## src/rtl/pll_ctrl_pkg.sv

```systemverilog
// Shared types and constants for the TX PLL control slice.
package pll_ctrl_pkg;

    typedef enum logic [2:0] {
        ST_IDLE    = 3'd0,
        ST_PWRUP   = 3'd1,
        ST_CHECK   = 3'd2,
        ST_LOCKED  = 3'd3,
        ST_RATECHG = 3'd4,
        ST_FAIL    = 3'd5
    } pll_seq_state_e;

    localparam logic [7:0]  DIV_DEFAULT = 8'd50;
    localparam int unsigned REF_TGL_PER = 4;
    localparam int unsigned PCLK_DIV    = 20;

    // Expected PCLK cycles per ref_div_tgl level, truncated.
    function automatic logic [7:0] calc_exp(input logic [7:0] div);
        return 8'((32'(div) * REF_TGL_PER) / PCLK_DIV);
    endfunction

endpackage

```

## src/rtl/pll_freq_meter.sv

```systemverilog
// Measures PCLK cycles between ref_div_tgl edges and flags each window as good or bad.
module pll_freq_meter
    import pll_ctrl_pkg::*;
#(
    parameter int unsigned TOL = 1
)(
    input  logic       PCLK,
    input  logic       Rst,
    input  logic       clr,
    input  logic       ref_div_tgl,
    input  logic [7:0] exp_cnt,
    output logic       good,
    output logic       bad
);

    logic [2:0] sync_q;
    logic [8:0] cnt;
    logic [8:0] meas;
    logic [8:0] exp_w;
    logic [8:0] limit;
    logic [8:0] diff;
    logic       boundary;
    logic       win_good;
    logic       win_tmo;

    always_comb begin
        boundary = sync_q[2] ^ sync_q[1];
        meas     = cnt + 9'd1;
        exp_w    = {1'b0, exp_cnt};
        limit    = {exp_cnt, 1'b0};
        diff     = (meas >= exp_w) ? meas - exp_w : exp_w - meas;
        win_good = (diff <= 9'(TOL));
        // No edge by twice the expected length: close the window as bad.
        win_tmo  = !boundary && (meas >= limit);
    end

    always_ff @(posedge PCLK) begin
        if (Rst) begin
            sync_q <= '0;
            cnt    <= '0;
            good   <= 1'b0;
            bad    <= 1'b0;
        end else begin
            sync_q <= {sync_q[1:0], ref_div_tgl};
            if (clr) begin
                cnt  <= '0;
                good <= 1'b0;
                bad  <= 1'b0;
            end else if (boundary || win_tmo) begin
                cnt  <= '0;
                good <= boundary && win_good;
                bad  <= !(boundary && win_good);
            end else begin
                cnt  <= meas;
                good <= 1'b0;
                bad  <= 1'b0;
            end
        end
    end

endmodule

```

## src/rtl/pll_lock_seq.sv

```systemverilog
// PLL power-up, lock qualification, rate change and loss-of-lock sequencer for the TX clock path.
module pll_lock_seq
    import pll_ctrl_pkg::*;
#(
    parameter int unsigned TOL         = 1,
    parameter int unsigned SETTLE_CYC  = 64,
    parameter int unsigned LOCK_GOOD   = 4,
    parameter int unsigned LOSS_BAD    = 2,
    parameter int unsigned TIMEOUT_CYC = 1024,
    parameter int unsigned MAX_RETRY   = 3
)(
    input  logic       PCLK,
    input  logic       Rst,
    input  logic       enable,
    input  logic       ref_div_tgl,
    input  logic       rate_req,
    input  logic [7:0] rate_div,
    output logic       rate_ack,
    output logic       pll_en,
    output logic [7:0] div_ratio,
    output logic       pll_locked,
    output logic       tx_clk_en,
    output logic       lock_fail,
    output logic [2:0] state_dbg
);

    localparam int unsigned SW = $clog2(SETTLE_CYC + 1);
    localparam int unsigned TW = $clog2(TIMEOUT_CYC + 1);
    localparam int unsigned GW = $clog2(LOCK_GOOD + 1);
    localparam int unsigned BW = $clog2(LOSS_BAD + 1);
    localparam int unsigned RW = $clog2(MAX_RETRY + 1);

    localparam logic [SW-1:0] SETTLE_LAST = SW'(SETTLE_CYC - 1);
    localparam logic [TW-1:0] TMO_LAST    = TW'(TIMEOUT_CYC - 1);
    localparam logic [GW-1:0] GOOD_LAST   = GW'(LOCK_GOOD - 1);
    localparam logic [BW-1:0] LOSS_LAST   = BW'(LOSS_BAD - 1);
    localparam logic [RW-1:0] RETRY_LAST  = RW'(MAX_RETRY - 1);

    pll_seq_state_e state, state_nx;

    logic [SW-1:0] settle_cnt;
    logic [TW-1:0] tmo_cnt;
    logic [GW-1:0] good_cnt;
    logic [BW-1:0] bad_cnt;
    logic [RW-1:0] retry_cnt;
    logic          rate_pend;
    logic [7:0]    new_div;
    logic [7:0]    exp_cnt;
    logic          win_good;
    logic          win_bad;
    logic          meter_clr;
    logic          timeout;
    logic          rate_reject;
    logic          ack_nx;

    assign exp_cnt   = calc_exp(div_ratio);
    assign state_dbg = state;

    pll_freq_meter #(.TOL(TOL)) u_meter (
        .PCLK        (PCLK),
        .Rst         (Rst),
        .clr         (meter_clr),
        .ref_div_tgl (ref_div_tgl),
        .exp_cnt     (exp_cnt),
        .good        (win_good),
        .bad         (win_bad)
    );

    always_comb begin
        state_nx    = state;
        timeout     = 1'b0;
        rate_reject = 1'b0;
        if (!enable) begin
            state_nx = ST_IDLE;
        end else begin
            case (state)
                ST_IDLE:    if (!lock_fail) state_nx = ST_PWRUP;
                ST_PWRUP:   if (settle_cnt == SETTLE_LAST) state_nx = ST_CHECK;
                ST_CHECK: begin
                    if (win_good && good_cnt == GOOD_LAST) begin
                        state_nx = ST_LOCKED;
                    end else if (tmo_cnt == TMO_LAST) begin
                        timeout  = 1'b1;
                        state_nx = (retry_cnt == RETRY_LAST) ? ST_FAIL : ST_PWRUP;
                    end
                end
                ST_LOCKED: begin
                    // Loss of lock wins over a same-cycle rate request; the ack cycle itself is not a new request.
                    if (win_bad && bad_cnt == LOSS_LAST) begin
                        state_nx = ST_CHECK;
                    end else if (rate_req && !rate_ack) begin
                        if (rate_div == '0) rate_reject = 1'b1;
                        else                state_nx    = ST_RATECHG;
                    end
                end
                ST_RATECHG: state_nx = ST_PWRUP;
                ST_FAIL:    state_nx = ST_FAIL;
                default:    state_nx = ST_IDLE;
            endcase
        end
        ack_nx    = rate_reject ||
                    (rate_pend && (state_nx == ST_LOCKED || state_nx == ST_FAIL || state_nx == ST_IDLE));
        meter_clr = (state_nx == ST_PWRUP && state != ST_PWRUP) || state == ST_IDLE || state == ST_FAIL;
    end

    always_ff @(posedge PCLK) begin
        if (Rst) begin
            state      <= ST_IDLE;
            settle_cnt <= '0;
            tmo_cnt    <= '0;
            good_cnt   <= '0;
            bad_cnt    <= '0;
            retry_cnt  <= '0;
            rate_pend  <= 1'b0;
            new_div    <= DIV_DEFAULT;
            div_ratio  <= DIV_DEFAULT;
            pll_en     <= 1'b0;
            pll_locked <= 1'b0;
            tx_clk_en  <= 1'b0;
            lock_fail  <= 1'b0;
            rate_ack   <= 1'b0;
        end else begin
            state      <= state_nx;
            settle_cnt <= (state == ST_PWRUP && state_nx == ST_PWRUP) ? settle_cnt + 1'b1 : '0;
            tmo_cnt    <= (state == ST_CHECK && state_nx == ST_CHECK) ? tmo_cnt + 1'b1 : '0;

            if (state == ST_CHECK && state_nx == ST_CHECK) begin
                if (win_bad)       good_cnt <= '0;
                else if (win_good) good_cnt <= good_cnt + 1'b1;
            end else begin
                good_cnt <= '0;
            end

            if (state == ST_LOCKED && state_nx == ST_LOCKED) begin
                if (win_bad)       bad_cnt <= bad_cnt + 1'b1;
                else if (win_good) bad_cnt <= '0;
            end else begin
                bad_cnt <= '0;
            end

            if (state_nx == ST_LOCKED || state_nx == ST_IDLE) retry_cnt <= '0;
            else if (timeout)                                  retry_cnt <= retry_cnt + 1'b1;

            if (ack_nx)                                             rate_pend <= 1'b0;
            else if (state == ST_LOCKED && state_nx == ST_RATECHG) rate_pend <= 1'b1;

            if (state == ST_LOCKED && state_nx == ST_RATECHG) new_div   <= rate_div;
            if (state == ST_RATECHG && state_nx == ST_PWRUP)  div_ratio <= new_div;

            pll_en     <= (state_nx inside {ST_PWRUP, ST_CHECK, ST_LOCKED, ST_RATECHG});
            pll_locked <= (state_nx == ST_LOCKED || state_nx == ST_RATECHG);
            tx_clk_en  <= (state == ST_LOCKED && state_nx == ST_LOCKED);
            lock_fail  <= (state_nx == ST_FAIL);
            rate_ack   <= ack_nx;
        end
    end

endmodule

```

## config.mk

```make
export PLATFORM = sky130hd
export DESIGN_NAME = pll_lock_seq
export DESIGN_NICKNAME = d
export VERILOG_FILES = /design/src/rtl/pll_ctrl_pkg.sv /design/src/rtl/pll_freq_meter.sv /design/src/rtl/pll_lock_seq.sv
export SDC_FILE = /design/constraint.sdc
export NUM_CORES = 1
export LEC_CHECK = 0
export ABC_AREA = 1
export CORE_MARGIN = 5
export CORE_UTILIZATION = 56
export DETAILED_ROUTE_END_ITERATION = 8
export GPL_ROUTABILITY_DRIVEN = 1
export GPL_TIMING_DRIVEN = 0
export MAX_ROUTING_LAYER = met4
export PLACE_DENSITY = 0.76
export SLEW_MARGIN = 20
export SYNTH_ARGS = -nofsm -noshare
export SYNTH_HDL_FRONTEND = slang
export SYNTH_SLANG_ARGS = --single-unit
```

## constraint.sdc

```tcl
create_clock -name PCLK -period 6.25 [get_ports PCLK]
set_clock_uncertainty 0.15 [all_clocks]
set_input_delay 1.25 -clock PCLK [delete_from_list [all_inputs] [get_ports PCLK]]
set_output_delay 1.25 -clock PCLK [all_outputs]
set_load 0.005 [all_outputs]
```

==> qor.yml, run 1 <==
finalSetupViolCount: 0
finalSetupTns_ns: 0
worst_path_largest_cell_delay_ns: 0.36
drt_iter0_drc: 150
finalHoldViolCount: 0
htree_levels: 3
cp.required_ns: 6.38
critPathLaunchType: "flop"
drive_gt1_share_pct: 11.7
synthesis.area_um2: 4120
worst-r2r-cell-count: 41
grt-ovfl-total: 0
crit_top_cell: "nand2_1"
layout_commonest_cell: "nand2_1"
pre_cts_slack_ns: 0.399
synthAdderAreaFrac_pct: 8.86
ys_seq_area_share_pct: 31.1
synth_xor_area_share_pct: 4.25
cts_resized: 0
cp-startpoint: "div_ratio[6]"
report.final.slew_viol_count: 0
synth_top_family_by_area: "simple AND/OR/NAND/NOR gates"
drc: 0
cts_buffers: 9
synth_area_leaders: "dfxtp_1 31%, nand2_1 9.1%, nor2_1 8.2%"
synth.distinct_cells: 43
rsz0062_at_grt: "no"
die_area_um2: 9180
io_pins: 29
clk_latency_ns: 0.34
final_nets: 671
ff2ff_setup_slack_ns: 0.52
ant_nets: 0
fill_cells: 671
muxShareOfSynthArea_pct: 0.485
synth_seq_cells: 64
timing.rr.start: "div_ratio[6]"
ir_worst_vdd_mv: 0.244
wl_per_cell_um: 11.8
core.rowCount: 31
synth_area_per_cell_um2: 6.99
finalWorstSetupSlack_ns: 0.516
post_cts.repair.setup_buffers: 0
cp-endpoint: "u_meter.bad"
path_clk_slew_ns: 0.08
antenna_found_initial: 0
min_period_over_period_pct: 91.7
numPortBuffers: 28
hold_path_class: "flop to flop"
syn_to_final_growth_pct: 15.1
dieWidth_um: 95.8
outcome: "complete, no violations"
p_leak_nw: 2.18
max_cap_violations: 0
period_needed_ns: 5.73
max_freq_mhz: 174
cp.arrival_ns: 5.86
grt_pass1_wl_um: 15200
cts_buffer_depth: 2
dr.pass1.iters: 4
vias: 3697
p_per_area_nw_per_um2: 168
cts_sinks: 64
grt_pass1_vias: 3510
tightestPinTransition_ns: 0.560
initial_core_util_pct: 57.2
grtUsageTotal_pct: 21.2
place_congestion: 0.914
synth_cells: 590
cts_hold_buf: 0
antenna_cells: 0
yosysTopAreaCellShare_pct: 31.1
yosys_warnings: 0
slowest_stage: "dfxtp_2"
final_cell_mix: "100 x nand2_1, 90 x nor2_1, 84 x inv_1, 61 x dfxtp_1, 30 x nand3_1"
coreArea_um2: 7210
synth_compound_area_share_pct: 10.6
yosysTopAreaCell: "dfxtp_1"
via_per_inst: 5.04
die_y_um: 95.8
worstPathMaxFanout: 10
cts_root_buf: "clkbuf_8"
relSlewSlack_pct: 62.5
cts_tree: "yes"
yosys.area_share.simple_pct: 35.2
grt_max_degree: 13
cp-end-kind: "flop"
drt_wl_total_um: 8650
fin_util_pct: 65.8
dp_hpwl_um: 7030
reg2reg_to: "u_meter.bad"
path_class: "flop to flop"
-- state kept, by name, summed over array words and instances, names as in the netlist, 2 cells and up --
signal,count
div_ratio,8
retry_cnt,2
settle_cnt,7
good_cnt,3
new_div,8
u_meter.sync_q,3
state_dbg,3
u_meter.cnt,9
bad_cnt,2
tmo_cnt,11
-- power by group --
| part | switching (mW) | total, mW | internal, mW | leakage (nW) |
|---|---|---|---|---|
| Clock | 0.165 | 0.348 | 0.184 | 0.0952 |
| Sequential | 0.00170 | 0.412 | 0.410 | 0.518 |
| Combinational | 0.0211 | 0.0382 | 0.0171 | 1.56 |
| Total | 0.187 | 0.799 | 0.611 | 2.18 |
-- cell type report --
type | count | area, um2 | area share (%)
flip-flops and latches | 64 | 1280 | 27.1
repair buffers | 28 | 280 | 5.90
plain buffers | 8 | 35.0 | 0.738
clock inverters | 7 | 72.6 | 1.53
multi-input cells | 424 | 2470 | 52.0
inverters | 95 | 360 | 7.59
well taps | 99 | 124 | 2.61
clock buffers | 9 | 124 | 2.61
-- worst min-delay path by stage --
stage / from / end / depth (start not counted)
after floorplan: u_meter.sync_q[0] / u_meter.sync_q[1] / 2
after global placement: u_meter.sync_q[0] / u_meter.sync_q[1] / 2
after detailed placement: u_meter.sync_q[0] / u_meter.sync_q[1] / 2
after CTS: u_meter.sync_q[0] / u_meter.sync_q[1] / 2
after global routing: u_meter.sync_q[1] / u_meter.sync_q[2] / 2
final: u_meter.sync_q[1] / u_meter.sync_q[2] / 2
-- cells by family after synthesis --
logic type	after synthesis
AO/OA/AOI/OAI	76
XOR/XNOR	20
adder cells (fa/ha/maj)	28
other	1
buffers and inverters	103
AND/OR/NAND/NOR	296
flip-flops	64
multiplexers	2
-- per-layer routing --
layer / wire (um) / global-route usage (%) / vias up
met3: 228 / 4.07 / 10
met1: 4020 / 25.4 / 1663
met2: 4300 / 36.5 / 47
met5: 0 / - / -
li1: - / - / 1977
met4: 104 / 5.57 / 0
-- critical path: cells and delay by family (launching register included) --
kind | cells | cell delay, ns
adders and majority gates | 2 | 0.52
buffers and inverters | 6 | 0.58
AOI/OAI and AO/OA | 7 | 1.05
and+or+nand+nor | 26 | 3.00
DFF | 1 | 0.36
-- Yosys cell counts, drive strengths merged --
| library cell | count |
|---|---|
| o21ai | 29 |
| a31oi | 2 |
| o211a | 1 |
| nand3 | 41 |
| clkinv | 5 |
| a21boi | 1 |
| mux2i | 2 |
| conb | 1 |
| nor3b | 1 |
| nand4 | 17 |
| nand2 | 118 |
| o211ai | 6 |
| nor2 | 94 |
| nor3 | 11 |
| and3 | 2 |
| o31ai | 2 |
| xor2 | 15 |
| buf | 2 |
| fa | 2 |
| a211oi | 2 |
| inv | 90 |
| a21oi | 29 |
| nor4 | 3 |
| dfxtp | 64 |
| o22ai | 2 |
| ha | 26 |
| o21a | 1 |
| or2 | 9 |
| clkbuf | 6 |
| xnor2 | 5 |
| a31o | 1 |
-- stage by stage --
stage | instance area, um2 | power (mW) | hold slack [ns] | cells
finish | 4750 | 0.799 | 0.272 | 734
global route | 4750 | 0.831 | 0.288 | 734
CTS | 4730 | 0.805 | 0.278 | 734
detailed placement | 4530 | 0.459 | 0.259 | 718
global placement | 4530 | 0.458 | 0.243 | 718
floorplan | 4130 | 0.443 | 0.238 | 591
No activity file was read; power rests on OpenSTA's default activity.
==> run 2: changes to the inputs <==
--- a/config.mk
+++ b/config.mk
@@ -6,8 +6,10 @@
 export NUM_CORES = 1
 export LEC_CHECK = 0
 export ABC_AREA = 1
+export CAP_MARGIN = 20
 export CORE_MARGIN = 5
 export CORE_UTILIZATION = 56
+export CTS_BUF_LIST = sky130_fd_sc_hd__clkbuf_4 sky130_fd_sc_hd__clkbuf_8
 export DETAILED_ROUTE_END_ITERATION = 8
 export GPL_ROUTABILITY_DRIVEN = 1
 export GPL_TIMING_DRIVEN = 0
==> results of run 2 <==
Final layout, timing and power as in run 1 (identical DEF).
==> run 3: changes to the inputs <==
--- a/config.mk
+++ b/config.mk
@@ -12,7 +12,6 @@
 export CTS_BUF_LIST = sky130_fd_sc_hd__clkbuf_4 sky130_fd_sc_hd__clkbuf_8
 export DETAILED_ROUTE_END_ITERATION = 8
 export GPL_ROUTABILITY_DRIVEN = 1
-export GPL_TIMING_DRIVEN = 0
 export MAX_ROUTING_LAYER = met4
 export PLACE_DENSITY = 0.76
 export SLEW_MARGIN = 20
==> run 3 against run 2 <==
Sequential power about the same. Power up 6.5%. Non-clock buffer count is 8 lower. Maximum frequency is 0.90% higher. Global-route usage is essentially flat. Count of clock-buffer cells in the layout rose by 3. Worst hold slack got worse by 0.017 ns. Utilization fell by 0.28 points. Critical endpoint unchanged. Largest cell class unchanged.
==> qor.yml, run 3 (synthesized netlist as in run 1, its figures left out) <==
max_freq_mhz: 176  # +0.90%
slowest_stage: "dfxtp_1"
reg2reg_to: "u_meter.bad"
cp-end-kind: "flop"
vias: 3837  # +3.8%
cts_tree: "yes"
die_y_um: 95.8  # unchanged
dr.pass1.iters: 7  # +3
placed_cells: 710  # -1.1%
path_buf_inv: 4  # -2
final_nets: 663  # -1.2%
finalHoldViolCount: 0  # unchanged
outcome: "complete, no violations"
grtUsageTotal_pct: 21.2  # about the same
dieWidth_um: 95.8  # unchanged
tightestPinTransition_ns: 0.614  # +0.0535 ns
cp.required_ns: 6.39  # about the same
cts_resized: 0  # unchanged
io_pins: 29  # unchanged
grt_use_met3_pct: 3.60  # -0.47 points
numPortBuffers: 28  # unchanged
critPathLaunchType: "flop"
min_period_over_period_pct: 90.9  # -0.82 points
path_class: "flop to flop"
initial_core_util_pct: 57.2  # unchanged
drt_iter0_drc: 203  # +35%
reg_top3: "tmo_cnt x11, u_meter.cnt x9"
pre_cts_slack_ns: 0.528  # +0.129 ns
core.rowCount: 31  # unchanged
grt_busiest_layer: "met2"
seqCellArea_um2: 1280  # -0.19%
place_area_um2: 4500  # -0.72%
layout_commonest_cell: "nand2_1"
largest_register_ff_count: 11  # unchanged
finalWorstSetupSlack_ns: 0.568  # +0.0512 ns
cp.arrival_ns: 5.82  # -0.04 ns
syn_to_final_growth_pct: 14.6
cts_sinks: 64  # unchanged
min_to: "u_meter.sync_q[1]"
finalSetupTns_ns: 0  # unchanged
grt_pass1_wl_um: 15200  # about the same
cts_buffer_depth: 2  # unchanged
cts_hold_buf: 0  # unchanged
grt-ovfl-total: 0  # unchanged
die_area_um2: 9180  # unchanged
drive_gt1_share_pct: 11.0  # -0.63 points
stdcell_count: 725  # -1.2%
timing.rr.start: "div_ratio[6]"
p_leak_nw: 2.18  # +0.25%
wl_per_cell_um: 12.4  # +5.5%
htree_levels: 3  # unchanged
design_area_um2: 4730  # -0.42%
drc: 0  # unchanged
via_per_inst: 5.29  # +5.1%
report.final.slew_viol_count: 0  # unchanged
fill_cells: 670  # -0.15%
antenna_cells: 0  # unchanged
drt_wl_total_um: 9010  # +4.2%
hold_path_class: "flop to flop"
relSlewSlack_pct: 59.0  # -3.5 points
grt_pass1_vias: 3515  # +0.14%
hold_start: "u_meter.sync_q[0]"
met2_usage_pct: 35.0  # -1.5 points
cts_root_buf: "clkbuf_8"
ir_worst_vdd_mv: 0.160  # -34%
finalSetupViolCount: 0  # unchanged
grt_max_degree: 22  # +9
cts_buffers: 9  # unchanged
path_clk_slew_ns: 0.07  # about the same
coreArea_um2: 7210  # unchanged
place_congestion: 0.986  # +7.8%
ant_nets: 0  # unchanged
clk_latency_ns: 0.34  # about the same
dp_hpwl_um: 7060  # +0.42%
crit_top_cell: "nand2_2"
antenna_found_initial: 0  # unchanged
final_cell_mix: "99 x nand2_1, 90 x nor2_1, 84 x inv_1, 63 x dfxtp_1, 30 x nand3_1"
max_cap_violations: 0  # unchanged
whs_ns: 0.255  # -0.0174 ns
period_needed_ns: 5.68  # -0.0512 ns
top_register: "tmo_cnt"
p_per_area_nw_per_um2: 180  # +6.9%
ff2ff_setup_slack_ns: 0.57  # +0.05 ns
rsz0062_at_grt: "no"
cp_top_family: "simple AND/OR/NAND/NOR gates"
multiInputGateArea_um2: 2460  # -0.25%
min_path_cells: 2  # unchanged
worst-r2r-cell-count: 38  # -7.3%
worstPathMaxFanout: 11  # +1
post_cts.repair.setup_buffers: 0  # unchanged
worst_path_largest_cell_delay_ns: 0.44  # +0.08 ns
grtUsageMet1_pct: 26.2  # +0.80 points
[run 3: layout make-up]
cell class | instances | area share, %
Clock buffer | 12 | 3.36
Clock inverter | 3 | 1.38
Inverter | 95 | 7.54
Multi-Input combinational cell | 424 | 52.0
Sequential cell | 64 | 27.1
Tap cell | 99 | 2.62
Timing Repair Buffer | 28 | 5.93
[run 3: stage by stage]
stage	power, mW	util, %
after global placement	0.458	62.4
after CTS	0.858	65.5
after global routing	0.880	65.5
final	0.850	65.5
after floorplan	0.443	-
after detailed placement	0.458	62.4
[run 3: layer usage]
metal	vias to the layer above	wire length (um)
met3	20	342
li1	1962	-
met1	1754	4250
met4	0	157
met5	-	0
met2	101	4260
[run 3: how the worst max path moves through the flow]
stage / start / endpoint / slack (ns) / depth (start not counted)
global route: div_ratio[6] / u_meter.bad / 0.07 / 40
floorplan: div_ratio[7] / u_meter.bad / 1.16 / 39
finish: div_ratio[6] / u_meter.bad / 0.57 / 38
CTS: div_ratio[7] / u_meter.bad / 0.50 / 38
detailed placement: div_ratio[7] / u_meter.bad / 0.53 / 38
global placement: div_ratio[7] / u_meter.bad / 0.72 / 38
[run 3: power by group]
part	internal [mW]	switching, mW	leakage [nW]	total, mW
clock	0.248	0.153	0.116	0.401
sequential	0.410	0.00179	0.518	0.412
combinational	0.0163	0.0209	1.55	0.0373
[run 3: worst reg2reg max path, delay by kind of cell, from the launching register on]
| family | cells | cell delay, ns |
|---|---|---|
| flip-flops | 1 | 0.44 |
| AND/OR/NAND/NOR | 25 | 2.96 |
| buffers and inverters | 4 | 0.34 |
| adder cells (fa/ha/maj) | 2 | 0.49 |
| AO/OA/AOI/OAI | 7 | 1.27 |
